### src/rtl/uart_reg_pkg.sv
// Shared constants, state encoding and timeout sizing helpers for the UART
// register responder.
package uart_reg_pkg;

    localparam logic [7:0] OP_WR   = 8'h57;
    localparam logic [7:0] OP_RD   = 8'h52;
    localparam logic [7:0] RSP_ACK = 8'h4B;
    localparam logic [7:0] RSP_NAK = 8'h3F;

    // Cycles WAIT_HI tolerates without seeing the transmitter go busy.
    localparam logic [1:0] TX_HI_LAST = 2'd3;

    typedef enum logic [2:0] {
        IDLE,
        GET_ADDR,
        GET_DATA,
        SEND,
        WAIT_HI,
        WAIT_LO
    } state_t;

    typedef enum logic {
        OPK_WR,
        OPK_RD
    } op_t;

    // Inter-byte timeout in clock cycles; 64-bit math because
    // TIMEOUT_BYTES*10*CLK_FREQ easily exceeds 32 bits.
    function automatic int calc_to_cycles(input longint clk_freq,
                                          input longint baud_rate,
                                          input longint timeout_bytes);
        longint c;
        c = (timeout_bytes * 64'd10 * clk_freq) / baud_rate;
        if (c < 64'd1) begin
            c = 64'd1;
        end
        return int'(c);
    endfunction

    // Bits needed to hold any value in 0..cycles.
    function automatic int to_width(input int cycles);
        int w;
        w = 1;
        while ((64'd1 << w) < (longint'(cycles) + 64'd1)) begin
            w = w + 1;
        end
        return w;
    endfunction

endpackage

### src/rtl/uart_byte_timer.sv
// Loadable down-counter measuring silence between bytes of a command frame.
module uart_byte_timer
    import uart_reg_pkg::*;
#(
    parameter int TO_CYCLES = 69444
) (
    input  logic clk,
    input  logic rst_,
    input  logic clear,
    input  logic run,
    output logic expired
);

    localparam int CW = to_width(TO_CYCLES);
    localparam logic [CW-1:0] LOAD_VAL = CW'(TO_CYCLES - 1);

    logic [CW-1:0] r_cnt;

    // Loading TO_CYCLES-1 makes expiry land on the TO_CYCLES-th running cycle.
    always_ff @(posedge clk) begin
        if (rst_) begin
            r_cnt <= LOAD_VAL;
        end else if (clear) begin
            r_cnt <= LOAD_VAL;
        end else if (run && (r_cnt != '0)) begin
            r_cnt <= r_cnt - 1'b1;
        end
    end

    assign expired = run && !clear && (r_cnt == '0);

endmodule

### src/rtl/uart_reg_responder.sv
// Command-frame decoder and 8-bit register file behind a byte-wide UART;
// answers each frame with exactly one response byte.
module uart_reg_responder
    import uart_reg_pkg::*;
#(
    parameter int CLK_FREQ      = 50_000_000,
    parameter int BAUD_RATE     = 115200,
    parameter int NUM_REGS      = 16,
    parameter int TIMEOUT_BYTES = 16
) (
    input  logic                  clk,
    input  logic                  rst_,
    input  logic [7:0]            rx_data,
    input  logic                  rx_valid,
    input  logic                  rx_error,
    input  logic                  tx_busy,
    output logic                  tx_start,
    output logic [7:0]            tx_data,
    output logic [NUM_REGS*8-1:0] reg_out,
    output logic                  cmd_err,
    output logic                  busy
);

    localparam int TO_CYCLES = calc_to_cycles(longint'(CLK_FREQ), longint'(BAUD_RATE),
                                              longint'(TIMEOUT_BYTES));
    localparam int AW = $clog2(NUM_REGS);
    localparam logic [8:0] NUM_REGS_W = 9'(NUM_REGS);

    state_t                r_state, w_state_next;
    op_t                   r_op, w_op_next;
    logic [AW-1:0]         r_addr, w_addr_next;
    logic [7:0]            r_tx_data, w_tx_data_next;
    logic                  r_cmd_err, w_cmd_err_next;
    logic [1:0]            r_wait_cnt, w_wait_next;
    logic                  w_wr_en;
    logic                  w_tx_start;
    logic                  w_in_frame;
    logic                  w_timer_clear;
    logic                  w_expired;
    logic                  w_addr_ok;
    logic [AW-1:0]         w_idx;
    logic [7:0]            w_rd_byte;
    logic [NUM_REGS*8-1:0] w_reg_flat;

    assign w_in_frame    = (r_state == GET_ADDR) || (r_state == GET_DATA);
    assign w_timer_clear = rx_valid || !w_in_frame;
    assign w_addr_ok     = ({1'b0, rx_data} < NUM_REGS_W);
    assign w_idx         = rx_data[AW-1:0];

    uart_byte_timer #(
        .TO_CYCLES(TO_CYCLES)
    ) u_timer (
        .clk    (clk),
        .rst_   (rst_),
        .clear  (w_timer_clear),
        .run    (w_in_frame),
        .expired(w_expired)
    );

    for (genvar gi = 0; gi < NUM_REGS; gi++) begin : g_reg
        logic [7:0] r_val;

        always_ff @(posedge clk) begin
            if (rst_) begin
                r_val <= '0;
            end else if (w_wr_en && (r_addr == AW'(gi))) begin
                r_val <= rx_data;
            end
        end

        assign w_reg_flat[gi*8 +: 8] = r_val;
    end

    // Read data comes straight from the address byte so the response is
    // ready in the cycle right after it arrives.
    always_comb begin
        w_rd_byte = '0;
        for (int i = 0; i < NUM_REGS; i++) begin
            if (w_idx == AW'(i)) begin
                w_rd_byte = w_reg_flat[i*8 +: 8];
            end
        end
    end

    always_ff @(posedge clk) begin
        if (rst_) begin
            r_state    <= IDLE;
            r_op       <= OPK_WR;
            r_addr     <= '0;
            r_tx_data  <= '0;
            r_cmd_err  <= 1'b0;
            r_wait_cnt <= '0;
        end else begin
            r_state    <= w_state_next;
            r_op       <= w_op_next;
            r_addr     <= w_addr_next;
            r_tx_data  <= w_tx_data_next;
            r_cmd_err  <= w_cmd_err_next;
            r_wait_cnt <= w_wait_next;
        end
    end

    always_comb begin
        w_state_next   = r_state;
        w_op_next      = r_op;
        w_addr_next    = r_addr;
        w_tx_data_next = r_tx_data;
        w_cmd_err_next = 1'b0;
        w_wait_next    = r_wait_cnt;
        w_wr_en        = 1'b0;
        w_tx_start     = 1'b0;

        unique case (r_state)
            IDLE: begin
                if (rx_valid) begin
                    if (rx_data == OP_WR) begin
                        w_op_next    = OPK_WR;
                        w_state_next = GET_ADDR;
                    end else if (rx_data == OP_RD) begin
                        w_op_next    = OPK_RD;
                        w_state_next = GET_ADDR;
                    end else begin
                        w_tx_data_next = RSP_NAK;
                        w_state_next   = SEND;
                    end
                end
            end

            GET_ADDR: begin
                // A framing error outranks a byte in the same cycle; a byte
                // outranks a timeout expiring in the same cycle.
                if (rx_error) begin
                    w_cmd_err_next = 1'b1;
                    w_state_next   = IDLE;
                end else if (rx_valid) begin
                    w_addr_next = w_idx;
                    if (!w_addr_ok) begin
                        w_tx_data_next = RSP_NAK;
                        w_state_next   = SEND;
                    end else if (r_op == OPK_RD) begin
                        w_tx_data_next = w_rd_byte;
                        w_state_next   = SEND;
                    end else begin
                        w_state_next = GET_DATA;
                    end
                end else if (w_expired) begin
                    w_cmd_err_next = 1'b1;
                    w_state_next   = IDLE;
                end
            end

            GET_DATA: begin
                if (rx_error) begin
                    w_cmd_err_next = 1'b1;
                    w_state_next   = IDLE;
                end else if (rx_valid) begin
                    w_wr_en        = 1'b1;
                    w_tx_data_next = RSP_ACK;
                    w_state_next   = SEND;
                end else if (w_expired) begin
                    w_cmd_err_next = 1'b1;
                    w_state_next   = IDLE;
                end
            end

            SEND: begin
                w_cmd_err_next = rx_valid;
                if (!tx_busy) begin
                    w_tx_start   = 1'b1;
                    w_wait_next  = '0;
                    w_state_next = WAIT_HI;
                end
            end

            WAIT_HI: begin
                w_cmd_err_next = rx_valid;
                if (tx_busy) begin
                    w_state_next = WAIT_LO;
                end else if (r_wait_cnt == TX_HI_LAST) begin
                    w_state_next = IDLE;
                end else begin
                    w_wait_next = r_wait_cnt + 1'b1;
                end
            end

            WAIT_LO: begin
                w_cmd_err_next = rx_valid;
                if (!tx_busy) begin
                    w_state_next = IDLE;
                end
            end

            default: begin
                w_state_next = IDLE;
            end
        endcase
    end

    assign tx_start = w_tx_start;
    assign tx_data  = r_tx_data;
    assign cmd_err  = r_cmd_err;
    assign busy     = (r_state != IDLE);
    assign reg_out  = w_reg_flat;

endmodule

### config.mk
export PLATFORM = sky130hd
export DESIGN_NAME = uart_reg_responder
export DESIGN_NICKNAME = d
export VERILOG_FILES = /design/src/rtl/uart_reg_pkg.sv /design/src/rtl/uart_byte_timer.sv /design/src/rtl/uart_reg_responder.sv
export SDC_FILE = /design/constraint.sdc
export NUM_CORES = 1
export LEC_CHECK = 0
export CAP_MARGIN = 20
export CORE_UTILIZATION = 50
export CTS_BUF_LIST = sky130_fd_sc_hd__clkbuf_2
export DETAILED_ROUTE_END_ITERATION = 8
export GPL_ROUTABILITY_DRIVEN = 0
export GPL_TIMING_DRIVEN = 0
export PLACE_DENSITY = 0.73
export SETUP_SLACK_MARGIN = 0.5
export SYNTH_ARGS = -nofsm -noshare
export SYNTH_HDL_FRONTEND = slang
export SYNTH_SLANG_ARGS = --single-unit
### constraint.sdc
create_clock -name clk -period 2.5 [get_ports clk]
set_input_delay 0.375 -clock clk [delete_from_list [all_inputs] [get_ports clk]]
set_output_delay 0.375 -clock clk [all_outputs]
set_load 0.03 [all_outputs]
==> run_results.csv, run 1 <==
group,metric,value,unit
global_route,use_met2,53.9,%
sta,drv_slew,0,
sta,rsz0062_at_grt,"yes",
logic_synthesis,synth_edf_count,0,
sta,worstMarginPinSlew,0.924,ns
routing,wl_per_cell,21.9,um
critical_path,crit_path_max_fanout,5,
clock_network,clock-root-buffer,"clkbuf_2",
min_path,hold_path.class,"in2reg",
logic_synthesis,syn_inst,934,
clock_network,cts_buffer_depth,2,
logic_synthesis,yosysWarningCount,0,
place,numPortBuffers,145,
routing,drt_pass1_iterations,5,
global_route,grtUsageTotal,36.2,%
sta,maxSlewHeadroom,38.4,%
power,switching_share,32.8,%
logic_synthesis,synthMuxAreaShare,15.7,%
routing,drt_iter0_drc,1137,
global_route,grt_max_degree,17,
power,power_density,480,mW/mm^2
routing,drt-total-wl,30.0,mm
critical_path,regToRegSetupSlack,0.24,ns
global_route,grt_pass1_wl,43.6,mm
logic_synthesis,synth_fa_ha_area_share,0.319,%
floorplan,die_h,127,um
power,power.internal,3.40,mW
sta,finalCritPeriodShare,90.4,%
final_layout,layout.nets,1162,
clock_network,cts.sinks,164,
final_layout,fillers,1234,
logic_synthesis,ys.flop_type,"dfxtp_1",
power,p_sw,1.66,mW
clock_network,cts_tree,"done",
clock_network,clk_pin_slew,0.24,ns
logic_synthesis,async_reset_ff_share,0,%
logic_synthesis,synth_cell_type_count,65,
logic_synthesis,synth_area_leaders,"dfxtp_1 (42%), mux2i_1 (14%), nor2_1 (8.8%)",
critical_path,critical_path_class,"reg2reg",
sta,setup_viol,0,
floorplan,coreArea,0.0153,mm^2
global_route,met1_usage,49.7,%
power,ir_worst_vdd,291,uV
power,p_clk_share,25.9,%
power,power.leakage,4.13,nW
logic_synthesis,syn-mean-instance-area,8.40,um^2
sta,hold_viol,0,
routing,drcViolationCount,0,
floorplan,initial_utilization,51.4,%
job,drv_cap,0,
logic_synthesis,synth_top_area_share,41.8,%
floorplan,die_area,0.0162,mm^2
critical_path,crit_required,3.17,ns
clock_network,hold_buffers,0,
global_route,grt_pass1_vias,7303,
logic_synthesis,synth-xor-area-share,1.67,%
final_layout,drive_gt1_share,27.7,%
place,hpwlAfterDp,20.5,mm
global_route,top_usage_layer,"met2",
global_route,overflow,0,
sta,fmax,442,MHz
logic_synthesis,ys_seq_area_share,41.8,%
clock_network,cts_buffers,17,
clock_network,clock_latency,0.80,ns
logic_synthesis,syn_area,0.00785,mm^2
routing,num_vias,8453,
logic_synthesis,syn_nets,949,
critical_path,endpoint_kind,"flip-flop",
routing,vias_per_cell,6.17,
logic_synthesis,ys_seq_elements,164,
power,pwr-share-comb,20.8,%
sta,fin_crit,2.26,ns
critical_path,cp-start-kind,"flip-flop",
sta,holdWs,0.0466,ns
global_route,use_met3,8.33,%
floorplan,rows,45,
critical_path,worstPathArrival,2.93,ns
sta,skew,0.0411,ns
global_route,antenna_found_initial,1,
routing,ant_nets,0,
clock_network,htree_levels,4,
logic_synthesis,synth-simple-area-share,20.8,%
power,finalPower,5.05,mW
power,seqPwrFrac,53.4,%
logic_synthesis,synth_compound_area_share,15.2,%
logic_synthesis,synth_top_family_by_area,"simple AND/OR/NAND/NOR gates",
floorplan,io_pins,152,
final_layout,areaGrowthSynthToFinish,34.1,%
run_status,run_status,"finished clean",
floorplan,die_w,127,um
logic_synthesis,synth_top_cell_by_area,"dfxtp_1",
==> path summary, 6_finish.rpt <==
check / from / to / depth (start not counted)
setup / recovery: u_timer.r_cnt[14] / u_timer.r_cnt[14] / 8
hold / removal: rx_data[7] / g_reg[0].r_val[7] / 3
setup reg to reg: u_timer.r_cnt[14] / u_timer.r_cnt[14] / 8
hold reg to reg: tx_data[4] / tx_data[4] / 2
==> layout by cell type (no fill, tap or decap), types with 23 or more instances in the layout <==
master           count
clkdlybuf4s15_1     23
a21oi_1             64
o21ai_0             23
dfxtp_1            148
clkdlybuf4s15_2     27
nor2_1             176
nand2_1             54
clkbuf_1            31
clkbuf_2           110
buf_4               40
mux2i_1            110
==> logic make-up (layout without fill, tap and decap cells) <==
family / count (synthesis) / in the layout
simple gates: 361 / 361
buf+inv: 88 / 313
compound gates: 185 / 185
xor+xnor: 15 / 15
fa+ha+maj: 2 / 2
other cells: 0 / 1
flops: 164 / 164
mux: 119 / 119
==> metal layers <==
metal	part of all wire, %	vias to the layer above
met3	11	130
met4	4.3	0
met5	0	-
li1	-	3704
met2	44	614
met1	41	4005
==> flip-flops by register name (all words and copies together) (netlist names) <==
| register | cells |
|---|---|
| cmd_err | 1 |
| u_timer.r_cnt | 17 |
| g.r_val | 128 |
| r_state | 3 |
| tx_data | 8 |
| r_op | 1 |
| r_addr | 4 |
| r_wait_cnt | 2 |
==> worst max-delay path: stages (launching register included) <==
cell	delay, ns
dfxtp_1	0.37
or4_4	0.55
or4_4	0.55
buf_6	0.15
o21bai_4	0.20
buf_4	0.15
nor3_2	0.03
xnor2_1	0.12
nor2_1	0.05
==> power groups by stage <==
stage	registers [mW]	logic [mW]	clock network [mW]
after floorplan	2.81	0.460	0
final	2.70	1.05	1.31
after global routing	2.70	1.09	1.40
after detailed placement	2.75	0.807	0
after CTS	2.70	0.900	1.28
after global placement	2.75	0.805	0
==> cell usage after synthesis, types with 3 or more instances <==
cell      instances
nand3b_1          6
nand4_1           5
nand2_1          61
and2_1            6
nand3_1          19
o31ai_1           3
or3_2             3
nor4_1            7
o21ai_0          24
o21bai_1          4
nor2_2            7
a32oi_1           4
mux4_2            3
buf_2             9
a31oi_1          10
nand2b_1         16
a21o_1            7
inv_1            15
nor2_1          184
o32ai_1           3
a221oi_1          7
o21a_1            4
nor3_1           22
and3_1            3
a211o_1           4
a21oi_1          69
mux2_2            4
nor2b_1          10
xor2_1            6
o211ai_1          3
o22ai_1          16
clkbuf_1         54
mux2i_1         112
dfxtp_1         164
xnor2_1           9
buf_1             7
a211oi_1          8
==> through the flow <==
stage                     cell area (um^2)  util [%]  setup slack (ns)  instances  setup TNS (ns)
after floorplan                       7900         -             0.333        934               0
after global placement                9620      63.0            -0.968       1290          -38.76
after detailed placement              9620      63.0             -1.00       1290          -41.33
after CTS                            10300      67.6             0.231       1344               0
after global routing                 10500      69.0             0.146       1371               0
final                                10500      69.0             0.240       1371               0
==> what timing repair did <==
action	4_1_cts	5_1_grt
setup buffers	22	26
pin swaps	19	32
gates cloned	1	0
gates resized for setup	328	226
endpoints found under the setup margin	287	224
==> final cells by class <==
class	count	area, um^2	share of cell area, %
clock buffers	20	100	0.951
diodes	1	2.50	0.0238
multi-input cells	682	4700	44.6
inverters	16	60.1	0.571
flip-flops and latches	164	3310	31.5
plain buffers	72	389	3.70
repair buffers	194	1610	15.3
clock inverters	11	88.8	0.844
well taps	211	264	2.51
Note: power is estimated with default switching activity, not from simulation.
==> run 2: changes to the inputs <==
--- a/config.mk
+++ b/config.mk
@@ -8,11 +8,13 @@
 export CAP_MARGIN = 20
 export CORE_UTILIZATION = 50
 export CTS_BUF_LIST = sky130_fd_sc_hd__clkbuf_2
+export CTS_CLUSTER_SIZE = 24
 export DETAILED_ROUTE_END_ITERATION = 8
 export GPL_ROUTABILITY_DRIVEN = 0
 export GPL_TIMING_DRIVEN = 0
 export PLACE_DENSITY = 0.73
 export SETUP_SLACK_MARGIN = 0.5
+export SKIP_LAST_GASP = 1
 export SYNTH_ARGS = -nofsm -noshare
 export SYNTH_HDL_FRONTEND = slang
 export SYNTH_SLANG_ARGS = --single-unit
==> results of run 2 <==
Same layout as run 1: the final DEF is identical, and so are final timing and power.
